==> src/rtl/exe_stage_mc.sv <==
// Execute stage: single-cycle ALU plus an optional radix-2 shift-add multiplier.
// Owns the NZCV status register and a valid/ready output register that holds
// alu_res/branch_addr until the downstream stage takes them.
module exe_stage_mc #(
    parameter int XLEN   = 32,
    parameter int IMM_W  = 24,
    parameter int MUL_EN = 1
) (
    input  logic             clk,
    input  logic             rst,
    input  logic             in_valid,
    output logic             in_ready,
    input  logic [3:0]       exe_cmd,
    input  logic             mul,
    input  logic             s,
    input  logic             mem_r_en,
    input  logic             mem_w_en,
    input  logic [XLEN-1:0]  pc,
    input  logic [XLEN-1:0]  val1,
    input  logic [XLEN-1:0]  val2,
    input  logic [IMM_W-1:0] signed_imm,
    output logic             out_valid,
    input  logic             out_ready,
    output logic [XLEN-1:0]  alu_res,
    output logic [XLEN-1:0]  branch_addr,
    output logic             n,
    output logic             z,
    output logic             c,
    output logic             v
);
    localparam int CNT_W = $clog2(XLEN + 1);

    localparam logic [3:0] CMD_MOV = 4'b0001;
    localparam logic [3:0] CMD_MVN = 4'b1001;
    localparam logic [3:0] CMD_ADD = 4'b0010;
    localparam logic [3:0] CMD_ADC = 4'b0011;
    localparam logic [3:0] CMD_SUB = 4'b0100;
    localparam logic [3:0] CMD_SBC = 4'b0101;
    localparam logic [3:0] CMD_AND = 4'b0110;
    localparam logic [3:0] CMD_ORR = 4'b0111;
    localparam logic [3:0] CMD_EOR = 4'b1000;

    typedef enum logic [0:0] {ST_IDLE = 1'b0, ST_MUL = 1'b1} state_t;

    state_t            state_r, state_nx_s;
    logic [CNT_W-1:0]  cnt_r;
    logic [XLEN-1:0]   mcand_r, mplier_r, acc_r, bt_mul_r;
    logic              s_mul_r;

    logic              accept_s, mem_s, is_mul_s, mul_done_s, flag_ld_s;
    logic [3:0]        cmd_s;
    logic [XLEN-1:0]   op_b_s, res_s, sext_s, bt_s;
    logic [XLEN:0]     sum_s;
    logic              cin_s, ov_s;
    logic              n_s, z_s, c_s, v_s;

    // Handshake: accept only in IDLE when the output register is free or draining.
    always_comb begin
        in_ready   = (state_r == ST_IDLE) && (!out_valid || out_ready);
        accept_s   = in_valid && in_ready;
        mem_s      = mem_r_en || mem_w_en;
        is_mul_s   = mul && (MUL_EN != 0) && !mem_s;
        mul_done_s = (state_r == ST_MUL) && (cnt_r == CNT_W'(XLEN));
    end

    // Command decode: address calculations force ADD; MUL without a multiplier is MOV.
    always_comb begin
        if (mem_s) begin
            cmd_s = CMD_ADD;
        end else if (mul) begin
            cmd_s = CMD_MOV;
        end else begin
            cmd_s = exe_cmd;
        end
    end

    // Single-cycle ALU: one XLEN+1 adder serves ADD/ADC/SUB/SBC (subtract = add ~b).
    always_comb begin
        op_b_s    = ((cmd_s == CMD_SUB) || (cmd_s == CMD_SBC)) ? ~val2 : val2;
        case (cmd_s)
            CMD_ADC, CMD_SBC: cin_s = c;
            CMD_SUB:          cin_s = 1'b1;
            default:          cin_s = 1'b0;
        endcase
        sum_s     = {1'b0, val1} + {1'b0, op_b_s} + {{XLEN{1'b0}}, cin_s};
        ov_s      = (val1[XLEN-1] == op_b_s[XLEN-1]) && (sum_s[XLEN-1] != val1[XLEN-1]);
        res_s     = '0;
        c_s       = c;
        v_s       = v;
        flag_ld_s = s && !mem_s;
        case (cmd_s)
            CMD_MOV: res_s = val2;
            CMD_MVN: res_s = ~val2;
            CMD_AND: res_s = val1 & val2;
            CMD_ORR: res_s = val1 | val2;
            CMD_EOR: res_s = val1 ^ val2;
            CMD_ADD, CMD_ADC, CMD_SUB, CMD_SBC: begin
                res_s = sum_s[XLEN-1:0];
                c_s   = sum_s[XLEN];
                v_s   = ov_s;
            end
            default: begin
                res_s     = '0;
                flag_ld_s = 1'b0;
            end
        endcase
        n_s = res_s[XLEN-1];
        z_s = (res_s == '0);
    end

    // Branch target: pc + sign-extended word offset, wrapping at XLEN bits.
    always_comb begin
        sext_s = {{(XLEN-IMM_W){signed_imm[IMM_W-1]}}, signed_imm};
        bt_s   = pc + (sext_s << 2);
    end

    // FSM next state: enter MUL on a multiply accept, leave once XLEN bits are done.
    always_comb begin
        state_nx_s = state_r;
        case (state_r)
            ST_IDLE: begin
                if (accept_s && is_mul_s) begin
                    state_nx_s = ST_MUL;
                end else begin
                    state_nx_s = ST_IDLE;
                end
            end
            ST_MUL: begin
                if (mul_done_s) begin
                    state_nx_s = ST_IDLE;
                end else begin
                    state_nx_s = ST_MUL;
                end
            end
            default: state_nx_s = ST_IDLE;
        endcase
    end

    // FSM state register.
    always_ff @(posedge clk or negedge rst) begin
        if (!rst) begin
            state_r <= ST_IDLE;
        end else begin
            state_r <= state_nx_s;
        end
    end

    // Multiplier datapath: one multiplier bit per cycle into a low-half accumulator.
    always_ff @(posedge clk or negedge rst) begin
        if (!rst) begin
            cnt_r    <= '0;
            mcand_r  <= '0;
            mplier_r <= '0;
            acc_r    <= '0;
            bt_mul_r <= '0;
            s_mul_r  <= 1'b0;
        end else if (accept_s && is_mul_s) begin
            cnt_r    <= '0;
            mcand_r  <= val1;
            mplier_r <= val2;
            acc_r    <= '0;
            bt_mul_r <= bt_s;
            s_mul_r  <= s;
        end else if ((state_r == ST_MUL) && !mul_done_s) begin
            cnt_r    <= cnt_r + CNT_W'(1);
            mcand_r  <= mcand_r << 1;
            mplier_r <= mplier_r >> 1;
            acc_r    <= acc_r + (mplier_r[0] ? mcand_r : '0);
        end
    end

    // Output register and flags: load on completion, clear valid on a plain drain.
    always_ff @(posedge clk or negedge rst) begin
        if (!rst) begin
            out_valid   <= 1'b0;
            alu_res     <= '0;
            branch_addr <= '0;
            n           <= 1'b0;
            z           <= 1'b0;
            c           <= 1'b0;
            v           <= 1'b0;
        end else if (accept_s && !is_mul_s) begin
            out_valid   <= 1'b1;
            alu_res     <= res_s;
            branch_addr <= bt_s;
            if (flag_ld_s) begin
                n <= n_s;
                z <= z_s;
                c <= c_s;
                v <= v_s;
            end
        end else if (mul_done_s) begin
            out_valid   <= 1'b1;
            alu_res     <= acc_r;
            branch_addr <= bt_mul_r;
            if (s_mul_r) begin
                n <= acc_r[XLEN-1];
                z <= (acc_r == '0);
            end
        end else if (out_ready) begin
            out_valid <= 1'b0;
        end
    end
endmodule
==> config.mk <==
export PLATFORM = sky130hd
export DESIGN_NAME = exe_stage_mc
export DESIGN_NICKNAME = d
export VERILOG_FILES = /design/src/rtl/exe_stage_mc.sv
export SDC_FILE = /design/constraint.sdc
export NUM_CORES = 1
export LEC_CHECK = 0
export CORE_MARGIN = 2
export CORE_UTILIZATION = 30
export DETAILED_ROUTE_END_ITERATION = 8
export GPL_TIMING_DRIVEN = 0
export RECOVER_POWER = 25
export REMOVE_ABC_BUFFERS = 1
export SKIP_CTS_REPAIR_TIMING = 1
export SLEW_MARGIN = 40
export SYNTH_ARGS = -nofsm -noshare
export SYNTH_HDL_FRONTEND = slang
export SYNTH_SLANG_ARGS = --single-unit
==> constraint.sdc <==
create_clock -name clk -period 3.4 [get_ports clk]
set_input_delay 0.34 -clock clk [delete_from_list [all_inputs] [get_ports clk]]
set_output_delay 0.34 -clock clk [all_outputs]
set_load 0.01 [all_outputs]
Yosys cells after proc, flatten, opt, wreduce, memory -nomap -nowiden
Cells that the tools add are included.
{"block": "classes", "n_addsub": 5, "eq_ne": 13, "mux": 33, "bitwise_logic": 5, "n_reduce_logical": 27}
{"op": "32-bit 2-to-1 mux", "n": 12}
{"op": "32-bit case mux with 6 select lines", "n": 1}
{"op": "32-bit adder", "n": 2}
{"op": "32-bit logical NOT", "n": 2}
{"op": "32-bit by 32-bit adder with 33-bit output", "n": 1}
{"op": "33-bit by 1-bit adder with 33-bit output", "n": 1}
{"op": "32-bit bitwise AND", "n": 1}
{"op": "32-bit NOT", "n": 1}
{"op": "32-bit bitwise OR", "n": 1}
{"op": "32-bit bitwise XOR", "n": 1}
{"op": "4-bit by 3-bit equality test with 1-bit output (second input constant)", "n": 4}
{"op": "1-bit 2-to-1 mux", "n": 14}
{"op": "6-bit 2-to-1 mux", "n": 2}
{"op": "1-bit logical AND", "n": 9}
{"op": "9-bit OR reduction", "n": 1}
{"op": "4-bit by 2-bit equality test with 1-bit output (second input constant)", "n": 2}
{"op": "4-bit equality test (second input constant)", "n": 2}
{"op": "4-bit 2-to-1 mux", "n": 2}
{"op": "6-bit by 1-bit adder with 6-bit output (second input constant)", "n": 1}
{"op": "6-bit equality test (second input constant)", "n": 1}
{"op": "3-bit AND reduction", "n": 2}
{"op": "2-bit nonzero test", "n": 3}
{"op": "4-bit by 1-bit equality test with 1-bit output (second input constant)", "n": 1}
{"op": "1-bit logical NOT", "n": 4}
{"op": "other kinds (9)", "n": 12}
{"block": "totals", "reg_bits": 205, "in_bits": 132, "elab_cells": 97}

Logic depth before layout (Yosys ltp)
{"block": "depth", "ltp_word": 11, "ltp_mapped": 19}

Worst setup path after synthesis
No wires, ideal clock.
{"block": "synth_timing", "path_type": "input -> register", "startpoint": "in mem_w_en", "endpoint": "reg z", "setup_time_ns": 0.092, "arrival_ns": 4.738, "required_time_ns": 3.308, "setup_slack_ns": -1.430, "path_stages": 19, "path_buffers": 3, "path_cell_list": "nor2_1 clkbuf_1 o31a_1 clkbuf_1 buf_1 nor2_1 fa_1 inv_1 fa_1 nor2b_4 o31a_4 o2111ai_4 a21oi_2 o31a_1 or4_4 a2111o_1 nor4_2 nand4_1 o31ai_2"}
{"block": "synth_between", "elab_chain_len": 11, "word_cells_on_any_way": 33, "classes_between": "2 x add/sub; 10 x eq/ne; 7 x mux; 14 x reduce/logical"}
{"element": "start, declared", "line": "17", "source": "input logic mem_w_en,"}
{"element": "1-bit logical OR (*)", "line": "61", "source": "mem_s = mem_r_en || mem_w_en;"}
{"element": "4-bit 2-to-1 mux", "line": "68", "source": "if (mem_s) begin"}
{"element": "4-bit by 3-bit equality test with 1-bit output", "line": "79, 80, 91"}
{"element": "1-bit logical OR", "line": "79", "source": "op_b_s = ((cmd_s == CMD_SUB) || (cmd_s == CMD_SBC)) ? ~val2 : val2;"}
{"element": "32-bit 2-to-1 mux", "line": "79"}
{"element": "32-bit by 32-bit adder with 33-bit output", "line": "85", "source": "sum_s = {1'b0, val1} + {1'b0, op_b_s} + {{XLEN{1'b0}}, cin_s};"}
{"element": "33-bit by 1-bit adder with 33-bit output", "line": "85"}
{"element": "32-bit case mux with 6 select lines", "line": "91", "source": "case (cmd_s)"}
{"element": "32-bit logical NOT", "line": "108", "source": "z_s = (res_s == '0);"}
{"element": "1-bit 2-to-1 mux", "line": "186", "source": "if (flag_ld_s) begin"}
{"element": "1-bit 2-to-1 mux", "line": "182", "source": "end else if (accept_s && !is_mul_s) begin"}
{"element": "end signal, assigned", "line": "188", "source": "z <= z_s;"}
{"element": "end signal, assigned", "line": "198", "source": "z <= (acc_r == '0);"}
{"element": "end, declared", "line": "27", "source": "output logic z,"}
Mark *: on every way between the ends. The rest lies on a longest branch, timed or not. The select of a mux whose other input is x is not followed.
A chain may end at the register's enable or synchronous reset.

Final worst setup path
{"block": "layout_timing", "startpoint": "in mem_r_en", "endpoint": "reg z"}
{"block": "layout_between", "elab_chain_len": 11, "word_cells_on_any_way": 33, "classes_between": "2 x add/sub; 10 x eq/ne; 7 x mux; 14 x reduce/logical"}
{"element": "start, declared", "line": "16", "source": "input logic mem_r_en,"}
{"element": "1-bit logical OR (*)", "line": "61"}
{"element": "4-bit 2-to-1 mux", "line": "68"}
{"element": "4-bit by 3-bit equality test with 1-bit output", "line": "79, 80, 91"}
{"element": "1-bit logical OR", "line": "79"}
{"element": "32-bit 2-to-1 mux", "line": "79"}
{"element": "32-bit by 32-bit adder with 33-bit output", "line": "85"}
{"element": "33-bit by 1-bit adder with 33-bit output", "line": "85"}
{"element": "32-bit case mux with 6 select lines", "line": "91"}
{"element": "32-bit logical NOT", "line": "108"}
{"element": "1-bit 2-to-1 mux", "line": "186"}
{"element": "1-bit 2-to-1 mux", "line": "182"}
Marked as above.

==> flow_metrics.env <==
export IMPL_status="finished with violations"
export IMPL_failed_checks="capacitance limit, slew limit, setup timing"
export IMPL_num_vias=15300
export IMPL_crit_arrival_ns=4.40
export IMPL_track_usage=0.196
export IMPL_clock_sinks=205
export IMPL_hpwl_mm=41.7
export IMPL_worstPathRequired_ns=3.86
export IMPL_leakagePower_nw=9.50
export IMPL_max_cap_violations=1
export IMPL_dieWidth_um=234
export IMPL_fin_crit_sh=1.16
export IMPL_yosys_register_bits=205
export IMPL_critPathCaptureType="flip-flop"
export IMPL_drv_slew=47
export IMPL_floorplan_initialDensity=0.303
export IMPL_gr_total_overflow=0
export IMPL_layout_commonest_cell="nand2_1"
export IMPL_drtAntennaViolNets=0
export IMPL_finalHoldViolations=0
export IMPL_synth_top_cell_by_area="dfrtp_1"
export IMPL_cts_tree="built"
export IMPL_drt_iter0_drc=1001
export IMPL_core_mm2=0.0524
export IMPL_synth_compound_area_share=0.264
export IMPL_clk_latency_ns=0.55
export IMPL_cts_clk_slew_worst_paths_ns=0.06
export IMPL_whs_ns=0.357
export IMPL_synthArstFlopShare=1.00
export IMPL_synth_area_mm2=0.0159
export IMPL_grt_pass1_vias=15000
export IMPL_synth_edf_count=0
export IMPL_muxShareOfSynthArea=0.0106
export IMPL_numCtsBuffers=26
export IMPL_cts_buffer_depth=3
export IMPL_max_freq_ghz=0.254
export IMPL_netlist_cell_type_count=88
export IMPL_via_per_inst=5.44
export IMPL_synth_top_family_by_area="compound AO/OA/AOI/OAI gates"
export IMPL_yosys_area_share_simple=0.175
export IMPL_cts_root_buffer="clkbuf_16"
export IMPL_die_area_mm2=0.0549
export IMPL_fin_crit_ns=3.94
export IMPL_worst_slack_ns=-0.543
export IMPL_final_cell_mix="nand2_1, dfrtp_1, clkdlybuf4s50_1"
export IMPL_final_nets=2398
export IMPL_synth_xor_area_frac=0.0545
export IMPL_wl_mm=56.6
export IMPL_synth_area_leaders="dfrtp_1, ha_1, nand2_1, a22oi_1, xnor2_1"
export IMPL_r2r_slack_ns=-0.52
export IMPL_setup_viol=7
export IMPL_finalClockSkew_ns=0.0164
export IMPL_rows=84
export IMPL_grt_max_degree=59
export IMPL_cp_start_kind="input port"
export IMPL_hold_path_class="input port to flip-flop"
export IMPL_drc=0
export IMPL_synth_top_area_frac=0.323
export IMPL_antenna_found_initial=4
export IMPL_wl_per_cell_um=20.1
export IMPL_globalplace_congestion=0.890
export IMPL_yosys_warnings=0
export IMPL_worstSetupPathType="input port to flip-flop"
export IMPL_grt_pass1_wl_mm=84.6
export IMPL_ir_drop_mv=0.333
export IMPL_power_density_mw_per_mm2=636
export IMPL_seq_area_frac_synth=0.323
export IMPL_place_inst=2711
export IMPL_ys_flop_type="dfrtp_1"
export IMPL_post_place_ws_ns=-2.86
export IMPL_cts_max_level=1
export IMPL_io_pins=202
export IMPL_synthCells=1885
export IMPL_drive_above_1_share=0.114
export IMPL_fin_cells=2814
export IMPL_synth_adder_area_share=0.129
export IMPL_slew_headroom=-0.915
export IMPL_rsz0062_at_grt="yes"
export IMPL_die_h_um=234
export IMPL_critPathMaxFanout=5
export IMPL_worst_pin_slew_ns=2.87
export IMPL_final_core_util=0.397
export IMPL_io_buffers=201
export IMPL_avgSynthCellArea_um2=8.44
export IMPL_syn_to_final_growth_pct=31.0
export IMPL_dr_pass1_iters=5
routing by layer:
layer / vias up / global-route usage / wire length, um
li1: 7288 / - / -
met1: 7432 / 0.237 / 22900
met2: 448 / 0.343 / 27600
met3: 138 / 0.0337 / 3560
met4: 6 / 0.0837 / 2490
met5: - / 0 / 41
sequential cells by signal, summed over array words and instances, names as in the netlist, 6 cells and up:
name / cells
acc_r: 32
alu_res: 32
branch_addr: 32
bt_mul_r: 32
cnt_r: 6
mcand_r: 32
mplier_r: 32
synthesized netlist by cell type (all sizes together), types with 18 or more instances:
| master | count |
|---|---|
| o21ai | 132 |
| a221o | 23 |
| o22ai | 18 |
| nor2 | 126 |
| a21o | 44 |
| xor2 | 28 |
| nand2 | 305 |
| nand3 | 21 |
| a22oi | 124 |
| nor3 | 26 |
| a21oi | 81 |
| inv | 95 |
| and2 | 38 |
| clkbuf | 76 |
| a211oi | 30 |
| ha | 157 |
| dfrtp | 205 |
| xnor2 | 71 |
| o21a | 23 |
final cells by class:
type	count	area, um^2
clock buffer	36	749
timing repair buffer	282	2880
clock inverter	11	140
antenna	2	5.00
fill	5225	31600
multi-input combinational	1495	10700
sequential	205	5130
tap	688	861
inverter	95	357
cell families (layout without fill, tap and decap cells):
logic type / Yosys count / in the layout
simple gates: 615 / 616
compound gates: 602 / 603
flops: 205 / 205
buf+inv: 187 / 424
fa+ha+maj: 161 / 161
xor+xnor: 99 / 99
mux: 16 / 16
other cells: 0 / 2
worst max-delay path: stages:
cell and delay [ns]:
buf_6 0.11, or2_4 0.28, nor2_4 0.24, nor2_4 0.06
a21oi_4 0.19, nor2_2 0.07, fa_2 0.42, inv_2 0.07
fa_2 0.24, nor2b_4 0.05, o31a_4 0.31, o2111ai_4 0.29
a21oi_4 0.10, o31a_1 0.25, or4_4 0.45, a2111o_1 0.35
nor4_4 0.23, nand4_1 0.15, o31ai_2 0.18
path summary, 6_finish.rpt:
path	startpoint	endpoint	depth (start not counted)
max in group asynchronous	rst	bt_mul_r[31]	3
min in group asynchronous	rst	branch_addr[2]	2
setup reg to reg	c	z	15
setup / recovery	mem_r_en	z	19
hold / removal	mul	branch_addr[5]	4
hold reg to reg	bt_mul_r[22]	bt_mul_r[22]	2
stage by stage:
step | cell area [um^2] | power [W] | TNS [ns]
CTS | 19900 | 0.0130 | -43.15
finish | 20800 | 0.0132 | -1.43
global placement | 18400 | 0.00935 | -2566.60
floorplan | 15500 | 0.00738 | -222.64
detailed placement | 19000 | 0.0100 | -63.76
global route | 20800 | 0.0142 | -9.96
power breakdown:
group | total [W] | switching (W) | internal [W] | leakage, nW
sequential | 0.00441 | 0.000857 | 0.00356 | 2.63
combinational | 0.00592 | 0.00322 | 0.00270 | 6.43
clock | 0.00291 | 0.00115 | 0.00176 | 0.438
Note: power is estimated with default switching activity, not from simulation.
==> patch 1 (same settings) <==
The parameter `MUL_EN` goes from 1 to 0.
--- a/src/rtl/exe_stage_mc.sv
+++ b/src/rtl/exe_stage_mc.sv
@@ -4,7 +4,7 @@
 module exe_stage_mc #(
     parameter int XLEN   = 32,
     parameter int IMM_W  = 24,
-    parameter int MUL_EN = 1
+    parameter int MUL_EN = 0
 ) (
     input  logic             clk,
     input  logic             rst,
Formal check against the unedited RTL: not equivalent (a bounded check fails within 4 cycles, from zero or initial values and one cycle with rst low).
==> patch 1 against the unedited design <==
- largest power group unchanged
- clock power shrank 65%
- largest cell class unchanged
- setup slack lost 0.30 ns
- the run ends with negative setup slack left
- clock skew shrank 0.0054 ns
- total power shrank 68%
- critical path depth shrank 1
- first-iteration DRC count shrank 47%
- sequential share of layout area shrank 9.2 points
- synthesized area shrank 44%
- wire length shrank 46%
- sequential power shrank 73%
- critical endpoint unchanged
- sequential cell count shrank 129
- cell area shrank 41%
- non-clock buffer count shrank 46
- synthesized cell count shrank 40%
==> patch 1: results (changes against the unedited design) <==
.. list-table::
   :header-rows: 1

   * - Metric
     - Value
   * - Sequential share of the synthesized area
     - 21.2% (-11 points)
   * - Largest stage delay, worst path
     - 0.43 ns (-0.02 ns)
   * - Number of non-clock inverters in the layout
     - 87 (-8.4%)
   * - Hold path depth
     - 1 (-3)
   * - Most common library cells after synthesis
     - 126 x sky130_fd_sc_hd__ha_1, 106 x sky130_fd_sc_hd__nand2_1, 97 x sky130_fd_sc_hd__o21ai_0
   * - Failing checks
     - negative setup slack
   * - Worst-case vdd ir drop
     - 224 uV (-33%)
   * - Total CTS buffers
     - 9 (-65%)
   * - Final HPWL DP
     - 22800 um (-45%)
   * - Non-Clock Buffer Area Fraction
     - 19.6% (+5.8 points)
   * - Clock buffers
     - 12 (-67%)
   * - Worst-path fanout max
     - 11 (+6)
   * - Setup-failing EPs final
     - 6 (-1)
   * - All-layer global routing usage
     - 18.9% (-0.67 points)
   * - FILL cells
     - 3004 (-43%)
   * - Leakage
     - 5.42 nW (-43%)
   * - Clk cell area share
     - 2.47% (-1.8 points)
   * - Post-synthesis mux area share
     - 1.48% (+0.41 points)
   * - Synth unique cells
     - 84 (-4.5%)
   * - Number of non-clock buffers in the layout
     - 236 (-16%)
   * - Area share of xor/xnor cells in the synthesized design
     - 7.12% (+1.7 points)
   * - Worst path setup slack after routing
     - -0.844 ns (-0.302 ns)
   * - Flip-flop and latch share of the layout cell area
     - 15.5% (-9.2 points)
   * - Violation count after the first detailed-route iteration
     - 531 (-47%)
   * - Outcome
     - finished with violations
   * - CTS Sinks
     - 76 (-63%)
   * - Area contributors post-synth
     - sky130_fd_sc_hd__dfrtp_1 21%, sky130_fd_sc_hd__ha_1 18%, sky130_fd_sc_hd__xnor2_1 5.8%
==> patch 1: changes by cell type after synthesis, moves of 16 or more <==
cell,delta
sky130_fd_sc_hd__nand2_1,-199
sky130_fd_sc_hd__dfrtp_1,-129
sky130_fd_sc_hd__a22oi_1,-109
sky130_fd_sc_hd__nor2_1,-64
sky130_fd_sc_hd__clkbuf_1,-38
sky130_fd_sc_hd__nand3_1,+35
sky130_fd_sc_hd__and2_1,-32
sky130_fd_sc_hd__ha_1,-31
sky130_fd_sc_hd__o21ai_0,-27
sky130_fd_sc_hd__a221o_1,-22
sky130_fd_sc_hd__a211oi_1,-16
==> patch 1: path summary, 6_finish.rpt <==
path	slack (ns)	startpoint	to
worst max-delay path	-0.84	exe_cmd[3]	z
worst min-delay path	0.47	cnt_r[5]	cnt_r[5]
worst max register to register	-0.78	c	z
worst min register to register	0.47	cnt_r[5]	cnt_r[5]
max in group asynchronous	0.42	rst	alu_res[9]
min in group asynchronous	0.88	rst	out_valid
==> patch 1: per-layer routing <==
layer	routed length [um]	up-vias	global-route usage [%]
met3	1940	38	3.80
met2	14300	270	31.7
met5	0	-	0
li1	-	4520	-
met4	605	0	4.72
met1	13600	4310	24.8
==> patch 1: power breakdown <==
| group | internal [mW] | leakage (nW) | switching (mW) |
|---|---|---|---|
| Clock | 0.607 | 0.149 | 0.411 |
| Sequential | 1.09 | 0.949 | 0.124 |
| Combinational | 1.02 | 4.32 | 1.02 |
==> patch 1: stage by stage <==
stage,std cells,setup TNS [ns],instance area (um2)
2_1_floorplan,1081,-29.09,8730
3_3_place_gp,1672,-206.25,11200
3_5_place_dp,1686,-35.70,11600
4_1_cts,1702,-22.60,11900
5_1_grt,1723,-6.87,12300
6_report,1724,-1.72,12300
==> patch 2 (same flow settings) <==
Made on the original files. Reset style: synchronous (`rst`), changed in 3 clocked blocks.
--- a/src/rtl/exe_stage_mc.sv
+++ b/src/rtl/exe_stage_mc.sv
@@ -137,7 +137,7 @@
     end
 
     // FSM state register.
-    always_ff @(posedge clk or negedge rst) begin
+    always_ff @(posedge clk) begin
         if (!rst) begin
             state_r <= ST_IDLE;
         end else begin
@@ -146,7 +146,7 @@
     end
 
     // Multiplier datapath: one multiplier bit per cycle into a low-half accumulator.
-    always_ff @(posedge clk or negedge rst) begin
+    always_ff @(posedge clk) begin
         if (!rst) begin
             cnt_r    <= '0;
             mcand_r  <= '0;
@@ -170,7 +170,7 @@
     end
 
     // Output register and flags: load on completion, clear valid on a plain drain.
-    always_ff @(posedge clk or negedge rst) begin
+    always_ff @(posedge clk) begin
         if (!rst) begin
             out_valid   <= 1'b0;
             alu_res     <= '0;
Behaviour: differs if rst is asserted again (counterexample within 4 cycles, from zero or initial values and one cycle with rst low); with rst held inactive, the same outputs for 4 cycles.
==> patch 2 against the unedited design <==
- sequential cell count unchanged
- die area down 0.60%
- synthesized area down 0.61%
- the flow still finishes with violations (max-capacitance violations, max-slew violations, negative setup slack)
- sequential share of layout area down 4.9 points
- cell area up 0.11%
- largest cell class unchanged
- fmax down 10%
- non-clock buffer count up 2
- setup slack worse by 0.44 ns
- wire length up 4.7%
- critical path depth up 2
- register-to-register slack worse by 0.32 ns
- global-route usage up 0.96 points
Power is not compared: it rests on default switching activity, and its combinational part moved more than twofold at a synthesized area within 25%.
==> patch 2: results (changes against the unedited design) <==
.. list-table::
   :header-rows: 1

   * - Metric
     - Value
   * - Number of nets in the layout
     - 2600 (+8.4%)
   * - All-layer global routing usage
     - 20.6% (+0.96 points)
   * - Wl on met1
     - 25100 um (+9.7%)
   * - Failing checks
     - max-capacitance violations, max-slew violations, negative setup slack
   * - Layout cells sized above 1
     - 11.7% (+0.25 points)
   * - Most common library cells after synthesis
     - 359 x sky130_fd_sc_hd__nand2_1, 213 x sky130_fd_sc_hd__nor2_1, 209 x sky130_fd_sc_hd__a21oi_1
   * - Wire length on met2
     - 27000 um (-2.3%)
   * - Total CTS buffers
     - 27 (+3.8%)
   * - Average size of a mapped cell
     - 7.43 um2 (-12%)
   * - Via count of the first global-routing pass
     - 15816 (+5.5%)
   * - Sequential share of the synthesized area
     - 26.0% (-6.3 points)
   * - Outcome
     - finished with violations
   * - Wire length of the first global-routing pass
     - 89000 um (+5.2%)
   * - Total count of max-transition violations in the final report
     - 31 (-34%)
   * - Met2 Usage GRT
     - 33.5% (-0.81 points)
   * - Final clock period utilization by the worst path
     - 129% (+13 points)
   * - Placed cells
     - 2916 (+7.6%)
   * - Cell type group with the largest total delay on the critical path
     - simple AND/OR/NAND/NOR gates
   * - Routed length per instance
     - 19.6 um (-2.4%)
   * - Synth unique cells
     - 80 (-9.1%)
   * - Maximum capacitance violations
     - 1 (unchanged)
   * - Final hold slack
     - 0.241 ns (-0.116 ns)
   * - Largest clock skew in the final design
     - 0.0320 ns (+0.0156 ns)
   * - Worst path setup slack after routing
     - -0.987 ns (-0.445 ns)
   * - Final HPWL DP
     - 43000 um (+3.1%)
   * - Final GP Congestion
     - 0.928 (+4.3%)
   * - R2R setup slack
     - -0.84 ns (-0.32 ns)
   * - CP arrival
     - 4.86 ns (+0.46 ns)
   * - Setup-failing EPs final
     - 13 (+6)
   * - Initial DRT Pass Iterations
     - 6 (+1)
   * - Clock latency at the later pin of the worst-skew pair
     - 0.58 ns (+0.03 ns)
   * - Setup TNS
     - -6.90 ns (-5.47 ns)
   * - Hold path depth
     - 2 (-2)
-- patch 2: kinds of logic (layout without fill, tap and decap cells) --
group,after synthesis,count (layout),share of synthesized area [%]
compound gates,658,659,28.2
xor+xnor,104,104,5.76
fa+ha+maj,161,161,12.9
buf+inv,232,430,5.68
flops,205,205,26.0
mux,8,8,0.522
other cells,0,5,0
simple gates,758,759,20.9
-- patch 2: layout make-up --
type                       instances  area, um2
fill                            5346      31500
multi-input combinational       1691      11600
tap                              688        861
clock inverter                    16        160
sequential                       205       4110
antenna                            5       12.5
clock buffer                      32        734
timing repair buffer             284       3030
inverter                          98        375
-- patch 2: worst paths after layout --
kind,startpoint,to
worst max-delay path,mem_r_en,z
worst min-delay path,rst,n
worst max register to register,c,z
worst min register to register,bt_mul_r[6],bt_mul_r[6]
-- patch 2: power by group --
group | switching, mW | total (mW) | internal (mW)
registers | 0.0816 | 2.60 | 2.52
clock network | 1.21 | 2.91 | 1.69
logic | 1.20 | 2.12 | 0.925
total | 2.49 | 7.64 | 5.14
